[src/rtl/mealy_mac_n_pkg.sv]
// Shared types, clamp helpers and packing functions for the multi-channel
// signed multiply-accumulate block (mealy_mac_n) and its saturation stage.
// No ports; imported by mealy_mac_sat and mealy_mac_n.
package mealy_mac_n_types;

  // Widest accumulator / channel index any instance may use.
  localparam int unsigned ACC_W_MAX = 64;
  localparam int unsigned CH_W_MAX  = 16;

  // Accumulator state: one signed running value plus the channel that owns it.
  typedef struct packed {
    logic [CH_W_MAX-1:0]         ch;
    logic signed [ACC_W_MAX-1:0] acc;
  } acc_state_t;

  // Result word as presented downstream.
  typedef struct packed {
    logic                        valid;
    logic                        sat;
    logic [CH_W_MAX-1:0]         ch;
    logic signed [ACC_W_MAX-1:0] acc;
  } out_word_t;

  // Largest positive value of a w-bit signed number, held in ACC_W_MAX bits.
  function automatic logic [ACC_W_MAX-1:0] ACC_MAX(input int unsigned w);
    return (ACC_W_MAX'(1) << (w - 1)) - ACC_W_MAX'(1);
  endfunction

  // Most negative w-bit signed value; only the low w bits are meaningful.
  function automatic logic [ACC_W_MAX-1:0] ACC_MIN(input int unsigned w);
    return ~ACC_MAX(w);
  endfunction

  function automatic logic [CH_W_MAX+ACC_W_MAX-1:0] state_to_lv(input acc_state_t s);
    return {s.ch, s.acc};
  endfunction

  function automatic logic [CH_W_MAX+ACC_W_MAX+1:0] out_to_lv(input out_word_t o);
    return {o.valid, o.sat, o.ch, o.acc};
  endfunction

endpackage

[src/rtl/mealy_mac_sat.sv]
// Combinational ACC_W+1 -> ACC_W reduction: two's-complement wrap, or clamp
// to the signed ACC_W range when SATURATE is set.
// Ports:
//   i_sum    ACC_W+1 signed  wide sum
//   o_acc_c  ACC_W signed    reduced value
//   o_sat_c  1               clamping happened (always 0 in wrap mode)
module mealy_mac_sat
  import mealy_mac_n_types::*;
#(
  parameter int unsigned ACC_W    = 24,
  parameter bit          SATURATE = 1'b0
) (
  input  logic signed [ACC_W:0]   i_sum,
  output logic signed [ACC_W-1:0] o_acc_c,
  output logic                    o_sat_c
);

  localparam logic signed [ACC_W-1:0] W_MAX = ACC_W'(ACC_MAX(ACC_W));
  localparam logic signed [ACC_W-1:0] W_MIN = ACC_W'(ACC_MIN(ACC_W));

  logic w_ovf;

  // Overflow: the guard bit disagrees with the ACC_W sign bit.
  always_comb begin
    w_ovf   = i_sum[ACC_W] ^ i_sum[ACC_W-1];
    o_acc_c = i_sum[ACC_W-1:0];
    o_sat_c = 1'b0;
    if (SATURATE && w_ovf) begin
      o_acc_c = i_sum[ACC_W] ? W_MIN : W_MAX;
      o_sat_c = 1'b1;
    end
  end

endmodule

[src/rtl/mealy_mac_n.sv]
// Multi-channel signed multiply-accumulate with valid/ready streams.
// Stage 1 registers x*y with its channel/clear tag; stage 2 adds (or loads)
// the product into that channel's accumulator and presents the new value.
// Ports:
//   system1000 / system1000_rstn   clock, async active-low reset
//   in_valid/in_ready               input handshake (in_ready = advance enable)
//   in_ch, in_x, in_y, in_clr       channel, signed operands, load-instead-of-add
//   out_valid/out_ready             output handshake
//   out_ch, out_acc, out_sat        channel, new accumulator, clamp flag
module mealy_mac_n
  import mealy_mac_n_types::*;
#(
  parameter  int unsigned DATA_W   = 9,
  parameter  int unsigned ACC_W    = 24,
  parameter  int unsigned CHANNELS = 4,
  parameter  int unsigned SATURATE = 0,
  localparam int unsigned CH_W     = (CHANNELS > 1) ? $clog2(CHANNELS) : 1
) (
  input  logic                     system1000,
  input  logic                     system1000_rstn,
  input  logic                     in_valid,
  output logic                     in_ready,
  input  logic [CH_W-1:0]          in_ch,
  input  logic signed [DATA_W-1:0] in_x,
  input  logic signed [DATA_W-1:0] in_y,
  input  logic                     in_clr,
  output logic                     out_valid,
  input  logic                     out_ready,
  output logic [CH_W-1:0]          out_ch,
  output logic signed [ACC_W-1:0]  out_acc,
  output logic                     out_sat
);

  localparam int unsigned PROD_W = 2 * DATA_W;

  if (ACC_W < PROD_W) begin : g_bad_acc_w
    $error("mealy_mac_n: ACC_W must be at least 2*DATA_W");
  end
  if (CHANNELS < 1) begin : g_bad_channels
    $error("mealy_mac_n: CHANNELS must be at least 1");
  end

  logic                     w_en;
  logic                     w_ch_ok;
  logic signed [PROD_W-1:0] w_prod;
  logic signed [ACC_W-1:0]  w_acc_rd;
  logic signed [ACC_W:0]    w_p;
  logic signed [ACC_W:0]    w_sum;
  logic signed [ACC_W-1:0]  w_res;
  logic                     w_sat;

  logic                     r_s1_v;
  logic                     r_s1_clr;
  logic [CH_W-1:0]          r_s1_ch;
  logic signed [PROD_W-1:0] r_s1_prod;

  logic signed [ACC_W-1:0]  r_acc [CHANNELS];

  logic                     r_out_valid;
  logic [CH_W-1:0]          r_out_ch;
  logic signed [ACC_W-1:0]  r_out_acc;
  logic                     r_out_sat;

  // Both stages advance together; a held result freezes the whole pipe.
  assign w_en     = !r_out_valid || out_ready;
  assign in_ready = w_en;

  // Zero-extend before comparing so the test stays meaningful for any CH_W.
  assign w_ch_ok = 32'(in_ch) < CHANNELS;
  assign w_prod  = PROD_W'(in_x) * PROD_W'(in_y);

  // Accumulators are written only here, so a same-channel beat right behind
  // sees the value written on the previous edge without forwarding.
  assign w_acc_rd = r_acc[r_s1_ch];
  assign w_p      = (ACC_W + 1)'(r_s1_prod);
  assign w_sum    = r_s1_clr ? w_p : ((ACC_W + 1)'(w_acc_rd) + w_p);

  mealy_mac_sat #(
    .ACC_W    (ACC_W),
    .SATURATE (SATURATE != 0)
  ) u_sat (
    .i_sum   (w_sum),
    .o_acc_c (w_res),
    .o_sat_c (w_sat)
  );

  // Stage registers, accumulator array and output word.
  always_ff @(posedge system1000 or negedge system1000_rstn) begin
    if (!system1000_rstn) begin
      r_s1_v      <= 1'b0;
      r_s1_clr    <= 1'b0;
      r_s1_ch     <= '0;
      r_s1_prod   <= '0;
      r_out_valid <= 1'b0;
      r_out_ch    <= '0;
      r_out_acc   <= '0;
      r_out_sat   <= 1'b0;
      for (int unsigned i = 0; i < CHANNELS; i++) begin
        r_acc[i] <= '0;
      end
    end else if (w_en) begin
      // Out-of-range channels are accepted but never reach stage 2.
      r_s1_v      <= in_valid && w_ch_ok;
      r_s1_clr    <= in_clr;
      r_s1_ch     <= in_ch;
      r_s1_prod   <= w_prod;
      r_out_valid <= r_s1_v;
      if (r_s1_v) begin
        r_acc[r_s1_ch] <= w_res;
        r_out_acc      <= w_res;
        r_out_ch       <= r_s1_ch;
        r_out_sat      <= w_sat;
      end
    end
  end

  assign out_valid = r_out_valid;
  assign out_ch    = r_out_ch;
  assign out_acc   = r_out_acc;
  assign out_sat   = r_out_sat;

endmodule

[config.mk]
export PLATFORM = sky130hd
export DESIGN_NAME = mealy_mac_n
export DESIGN_NICKNAME = d
export VERILOG_FILES = /design/src/rtl/mealy_mac_n_pkg.sv /design/src/rtl/mealy_mac_sat.sv /design/src/rtl/mealy_mac_n.sv
export SDC_FILE = /design/constraint.sdc
export NUM_CORES = 1
export LEC_CHECK = 0
export BUFFER_PORTS_ARGS = -buffer_cell sky130_fd_sc_hd__buf_4
export CAP_MARGIN = 30
export CORE_MARGIN = 2
export CORE_UTILIZATION = 50
export CTS_BUF_LIST = sky130_fd_sc_hd__clkbuf_8
export DETAILED_ROUTE_END_ITERATION = 12
export PLACE_DENSITY = 0.67
export SYNTH_ARGS = -nofsm -noshare
export SYNTH_HDL_FRONTEND = slang
export SYNTH_SLANG_ARGS = --single-unit
[constraint.sdc]
create_clock -name system1000 -period 5.8 [get_ports system1000]
set_input_delay 0.87 -clock system1000 [delete_from_list [all_inputs] [get_ports system1000]]
set_output_delay 0.87 -clock system1000 [all_outputs]
set_load 0.005 [all_outputs]
==> flow_metrics.tcl, run 1 <==
set metrics [dict create \
    ctsResizeCount 0 \
    swShare_pct 43.9 \
    cts-hold-fix-buffers 0 \
    cts_tree "done" \
    synth-main-ff-cell "dfrtp_1" \
    io_buffers 52 \
    hold_class "reg -> reg" \
    worstSkewPairLatency_ns 0.46 \
    ant_nets 0 \
    p_switching_mw 2.91 \
    dp_hpwl_um 15800 \
    vias_per_cell 5.46 \
    n_antenna_cell 0 \
    drt-pass1-iter-count 4 \
    power_density_mw_per_mm2 588 \
    fp.dieW_um 148 \
    ys_ff_latch 145 \
    critPathCaptureType "flip-flop" \
    r2r_cells 12 \
    vdd_ir_drop_max_uv 282 \
    post-route-drc-count 0 \
    clock_power_share_pct 12.1 \
    fin_area_mm2 0.0113 \
    maxCapViolCount 0 \
    synth_area_mm2 0.0103 \
    hold_viol_final 0 \
    start_util_pct 50.9 \
    crit_path_start "in_x[0]" \
    ios 54 \
    finClkSkew_ns 0.0173 \
    drive_above_1_share_pct 15.5 \
    antenna_found_initial 0 \
    r2r_setup_slack_ns 1.72 \
    rr_startpoint "r_s1_ch[0]$_DFFE_PN0N_" \
    grt_max_degree 101 \
    share_comb_of_total_power_pct 61.1 \
    cts_setup_buffers 0 \
    h-tree-depth 4 \
    synth_fp_nets 1184 \
    startpoint_type "primary input" \
    ys_seq_area_share_pct 35.2 \
    ys_warn_count 0 \
    wire_per_inst_um 16.0 \
    clk_pin_slew_ns 0.07 \
    seqPwrFrac_pct 26.9 \
    rows 52 \
    clock-root-buffer "clkbuf_8" \
    fin_util_pct 55.7 \
    fin_crit_sh_pct 88.9 \
    fmax_mhz 194 \
    track_usage_pct 21.6 \
    endpoint "r_s1_prod[16]$_DFFE_PN0N_" \
    worst-slew-pin-transition_ns 0.902 \
    leakage_nw 5.30 \
    period_needed_ns 5.16 \
    overflow 0 \
    setup_violations 0 \
    final_common_cell "nand2_1" \
    outcome "completed" \
    coreArea_mm2 0.0202 \
    synth-edff-count 0 \
    grt_pass1_vias 7409 \
    die_area_mm2 0.0218 \
    avgSynthCellArea_um2 10.0 \
    path_max_fanout 9 \
    holdWs_ns 0.479 \
    rsz0062_at_grt "false" \
    grt_pass1_wl_um 37400 \
    internal_power_mw 3.72 \
    crit_arrival_ns 5.50 \
    slew_viol_final 0 \
    async_flop_share_pct 100 \
    cts_sinks 145 \
    synthCells 1027 \
    nets 1210 \
    num_vias 7286 \
    area_delta_synth_final_pct 9.51 \
    final.setup.tns_ns 0 \
    r2r-end "r_acc[92]$_DFFE_PN0P_" \
    critPathKind "in -> reg" \
    cts_buffers 17 \
    gp_congestion 0.846 \
    most-common-layout-cells "165 x nand2_1, 144 x dfrtp_1, 110 x o21ai_0, 77 x inv_1, 71 x fa_1" \
    cts_buffer_depth 2 \
    drtIter0Drc 403 \
    synth_cell_types 61 \
    die_y_um 148 \
    drt_wl_total_um 21400 \
    place_area_mm2 0.0109 \
    critPathRequiredTime_ns 6.14 \
    relSlewSlack_pct 39.9 \
]
layout make-up:
class,count,area [um2]
clock buffers,17,234
fillers,1818,8960
repair buffers,60,454
flip-flops and latches,145,3630
clock inverters,13,149
well taps,270,338
multi-input cells,754,6190
inverters,75,282
sequential cells by signal, indices dropped and copies added (netlist names):
| name | cells |
|---|---|
| r_s1_v | 1 |
| out_acc | 24 |
| r_acc | 96 |
| r_s1_ch | 2 |
| r_s1_prod | 18 |
| out_valid | 1 |
| r_s1_clr | 1 |
| out_ch | 2 |
cells by family after synthesis:
family                   Yosys count  synth area share [%]
AND/OR/NAND/NOR                  316                  14.2
AO/OA/AOI/OAI                    212                  12.8
flip-flops                       145                  35.2
adder cells (fa/ha/maj)          132                  21.2
buffers and inverters            128                  4.71
multiplexers                      59                  8.98
XOR/XNOR                          34                  2.89
other                              1                0.0364
per-stage QoR:
stage | total power [mW] | setup WS, ns | std cells
global placement | 5.78 | 0.237 | 1304
floorplan | 4.88 | 0.428 | 1027
detailed placement | 5.87 | 0.177 | 1304
global route | 7.35 | 0.368 | 1334
CTS | 6.69 | 0.656 | 1334
finish | 6.63 | 0.643 | 1334
layer usage:
layer	vias up	wire, um	GRT usage, %
li1	3538	-	-
met1	3617	10000	30.3
met2	107	10500	35.2
met3	24	550	3.61
met4	0	308	5.34
met5	-	0	0
cells in the mapped netlist (8+ instances only):
cell type / n / area [um2]
buf_1: 9 / 33.8
nor3_1: 11 / 55.1
fa_1: 71 / 1420
inv_1: 75 / 282
dfrtp_1: 145 / 3630
mux2i_1: 8 / 80.1
a21oi_1: 39 / 195
xnor2_1: 21 / 184
nor2_1: 42 / 158
nand3_1: 10 / 50.1
nor2b_1: 12 / 75.1
mux4_2: 24 / 541
nand2_1: 165 / 619
xor2_1: 13 / 114
mux2_2: 27 / 304
clkbuf_1: 42 / 158
o21ai_0: 110 / 551
a21o_1: 11 / 82.6
and2_1: 38 / 238
ha_1: 61 / 763
power by group through the flow:
| stage | Sequential [mW] | Combinational, mW | Clock [mW] |
|---|---|---|---|
| global route | 1.84 | 4.65 | 0.860 |
| CTS | 1.78 | 4.09 | 0.816 |
| floorplan | 1.71 | 3.18 | 0 |
| finish | 1.78 | 4.05 | 0.800 |
| detailed placement | 1.80 | 4.08 | 0 |
| global placement | 1.78 | 3.99 | 0 |
worst min-delay path by stage:
stage	cells after the start	from	to	slack [ns]
floorplan	2	r_acc[24]$_DFFE_PN0P_	r_acc[24]$_DFFE_PN0P_	0.44
global placement	2	r_acc[37]$_DFFE_PN0P_	r_acc[37]$_DFFE_PN0P_	0.46
detailed placement	2	r_acc[4]$_DFFE_PN0P_	r_acc[4]$_DFFE_PN0P_	0.47
CTS	2	r_acc[4]$_DFFE_PN0P_	r_acc[4]$_DFFE_PN0P_	0.48
global route	2	r_acc[12]$_DFFE_PN0P_	r_acc[12]$_DFFE_PN0P_	0.50
finish	2	r_acc[4]$_DFFE_PN0P_	r_acc[4]$_DFFE_PN0P_	0.48
worst max-delay path, cell delays in order:
cell	delay [ns]
buf_4	0.14
nand2b_1	0.16
fa_1	0.52
fa_1	0.57
inv_1	0.06
fa_1	0.50
fa_1	0.57
fa_1	0.42
ha_1	0.34
nor2b_1	0.16
nor4_1	0.31
o31ai_1	0.18
o41ai_1	0.33
xnor2_1	0.10
mux2_2	0.26
Note: power is estimated with default switching activity, not from simulation.
==> run 2, diff against run 1 <==
--- a/config.mk
+++ b/config.mk
@@ -5,13 +5,13 @@
 export SDC_FILE = /design/constraint.sdc
 export NUM_CORES = 1
 export LEC_CHECK = 0
+export ABC_AREA = 1
 export BUFFER_PORTS_ARGS = -buffer_cell sky130_fd_sc_hd__buf_4
 export CAP_MARGIN = 30
 export CORE_MARGIN = 2
-export CORE_UTILIZATION = 50
+export CORE_UTILIZATION = 34
 export CTS_BUF_LIST = sky130_fd_sc_hd__clkbuf_8
 export DETAILED_ROUTE_END_ITERATION = 12
-export PLACE_DENSITY = 0.67
 export SYNTH_ARGS = -nofsm -noshare
 export SYNTH_HDL_FRONTEND = slang
 export SYNTH_SLANG_ARGS = --single-unit
==> constraint.sdc (replaced) <==
create_clock -name system1000 -period 4.3 [get_ports system1000]
set_input_delay 0.645 -clock system1000 [delete_from_list [all_inputs] [get_ports system1000]]
set_output_delay 0.645 -clock system1000 [all_outputs]
set_load 0.005 [all_outputs]
==> run 2 against run 1 <==
Effect of this change: cell count increased by 47%; combinational power increased by 64%; flip-flop and latch count unchanged; clock-buffer cell count unchanged; critical path type unchanged; via count increased by 31%; power increased by 52%.
==> flow_metrics.tcl, run 2 <==
set metrics [dict create \
    final_common_cell "nand2_1" \
    path_max_fanout 4 \
    critPathCaptureType "flip-flop" \
    die_area_mm2 0.0338 \
    critPathRequiredTime_ns 4.67 \
    cpPeakStageDelay_ns 0.61 \
    worstSkewPairLatency_ns 0.47 \
    vias_per_cell 4.86 \
    nets 1704 \
    start_util_pct 34.7 \
    fmax_mhz 237 \
    finalPower_mw 10.1 \
    r2r-end "out_acc[17]$_DFFE_PN0P_" \
    slowest_stage "fa_1" \
    finClkSkew_ns 0.0190 \
    cp_common_cell "fa_1" \
    synth_area_mm2 0.0110 \
    max_flop_register "r_acc" \
    io_buffers 52 \
    ys_top_cells_by_area "dfrtp_1 33%, nand2_1 21%, fa_1 13%, inv_1 7.1%, ha_1 6.9%" \
    numPlacedInstances 1926 \
    stdcell_count 1961 \
    die_y_um 184 \
    critPathTopFamily "adder cells" \
    synthCells 1463 \
    most-common-layout-cells "608 x nand2_1, 208 x inv_1, 145 x dfrtp_1, 110 x buf_4, 67 x fa_1" \
    dp_hpwl_um 22500 \
    drtIter0Drc 670 \
    worstPathCellList "buf_6 -> or2_4 -> fa_1 -> fa_1 -> inv_1 -> fa_1 -> fa_1 -> fa_1 -> ha_4 -> a21oi_4 -> o21ai_2 -> a21oi_2 -> o21ai_2 -> or2_4 -> nand3_2 -> nand2_1" \
    setup_violations 0 \
    rows 65 \
    ios 54 \
    cts_buffers 17 \
    cts_buffer_depth 2 \
    critPathKind "in -> reg" \
    cts_tree "done" \
    slew_viol_final 0 \
    gp_congestion 0.917 \
    cts_sinks 145 \
    r2r_setup_slack_ns 0.68 \
    worst-slew-pin-transition_ns 0.900 \
    rsz0062_at_grt "true" \
    leakage_nw 7.02 \
    outcome "completed" \
    yosysMostFrequentCell "nand2_1" \
    grt_pass1_wl_um 49500 \
    largest_reg_flops 96 \
    area_delta_synth_final_pct 16.0 \
    startpoint_type "primary input" \
    clock-root-buffer "clkbuf_8" \
    power_density_mw_per_mm2 789 \
    period_needed_ns 4.21 \
    r2r_cells 16 \
    pre_cts_ws_ns -0.506 \
    synth_fp_nets 1620 \
    fp.dieW_um 184 \
    coreArea_mm2 0.0317 \
    drive_above_1_share_pct 13.8 \
    maxCapViolCount 0 \
    relSlewSlack_pct 39.4 \
    yosys.area.top_type "dfrtp_1" \
    num_vias 9537 \
    post-route-drc-count 0 \
    synth-edff-count 0 \
    track_usage_pct 18.6 \
    ys_warn_count 0 \
    seqCellArea_mm2 0.00363 \
    hold_class "in -> async" \
    drt-pass1-iter-count 5 \
    synth-main-ff-cell "dfrtp_1" \
    synth_top_area_share_pct 33.0 \
    vdd_ir_drop_max_uv 428 \
    avgSynthCellArea_um2 7.52 \
    setup_ws_ns 0.0876 \
    async_flop_share_pct 100 \
    drt_wl_total_um 29900 \
    grt_max_degree 76 \
    rr_startpoint "r_s1_ch[0]$_DFFE_PN0N_" \
    nFillCells 3222 \
    final.setup.tns_ns 0 \
    hold_viol_final 0 \
    antenna_found_initial 0 \
    fin_crit_sh_pct 98.0 \
    wire_per_inst_um 15.2 \
    crit_arrival_ns 4.58 \
    synth_common_cells "612 x nand2_1, 207 x inv_1, 145 x dfrtp_1" \
    crit_buf_inv 2 \
    ys_seq_area_share_pct 33.0 \
    ant_nets 0 \
    grt_pass1_vias 9486 \
    h-tree-depth 4 \
    clk_pin_slew_ns 0.09 \
    multi_input_area_mm2 0.00651 \
    synth_cell_types 40 \
    n_antenna_cell 0 \
    overflow 0 \
    ys_ff_latch 145 \
]
[run 2: final cells by class]
type,count,share of cell area [%]
Clock buffer,17,1.83
Clock inverter,14,0.922
Inverter,217,6.40
Multi-Input combinational cell,1049,51.0
Sequential cell,145,28.4
Tap cell,402,3.94
Timing Repair Buffer,117,7.42
[run 2: how the worst max path moves through the flow]
stage | start | endpoint | cells after the start
4_1_cts | in_y[8] | r_s1_prod[11]$_DFFE_PN0N_ | 16
3_3_place_gp | in_y[8] | r_s1_prod[15]$_DFFE_PN0N_ | 17
5_1_grt | in_y[8] | r_s1_prod[14]$_DFFE_PN0N_ | 17
2_1_floorplan | in_x[0] | r_s1_prod[13]$_DFFE_PN0N_ | 16
6_report | in_x[0] | r_s1_prod[13]$_DFFE_PN0N_ | 16
3_5_place_dp | in_y[8] | r_s1_prod[11]$_DFFE_PN0N_ | 16
[run 2: cells by family (layout without fill, tap and decap cells)]
| group | after synthesis | in the layout | synth area share, % |
|---|---|---|---|
| and+or+nand+nor | 757 | 757 | 28.0 |
| buffers and inverters | 269 | 365 | 10.0 |
| AOI/OAI and AO/OA | 147 | 147 | 8.12 |
| DFF | 145 | 145 | 33.0 |
| adders and majority gates | 132 | 132 | 19.9 |
| xor gates and xnor gates | 12 | 12 | 0.956 |
| other | 1 | 1 | 0.0341 |
[run 2: power by group]
part           leakage (nW)  switching [mW]  total [mW]  internal (mW)
logic                  5.04            3.79        6.66           2.87
registers              1.81           0.399        2.39           1.99
clock network         0.171           0.567        1.02          0.450
total                  7.02            4.75        10.1           5.31
[run 2: stage by stage]
stage | hold WS (ns) | util (%) | area, um2
global placement | 0.461 | 38.4 | 12200
floorplan | 0.349 | - | 11100
finish | 0.225 | 40.2 | 12800
detailed placement | 0.465 | 38.5 | 12200
CTS | 0.243 | 39.6 | 12600
global route | 0.282 | 40.2 | 12800
[run 2: what timing repair did]
item                                    in CTS  in global routing
resized for setup                            0                 29
buffers inserted                             0                  4
pin swaps                                    1                 11
hold buffers                                 0                  0
endpoints found under the setup margin       2                  9
[run 2: metal layers]
layer  up-vias  track usage [%]  wire length, um  share of wire (%)
li1       4692                -                -                  -
met1      4626             25.4            14000                 47
met2       194             30.8            14100                 47
met3        25             3.07             1300                4.4
met4         0             4.38              464                1.6
met5         -                0                0                  0
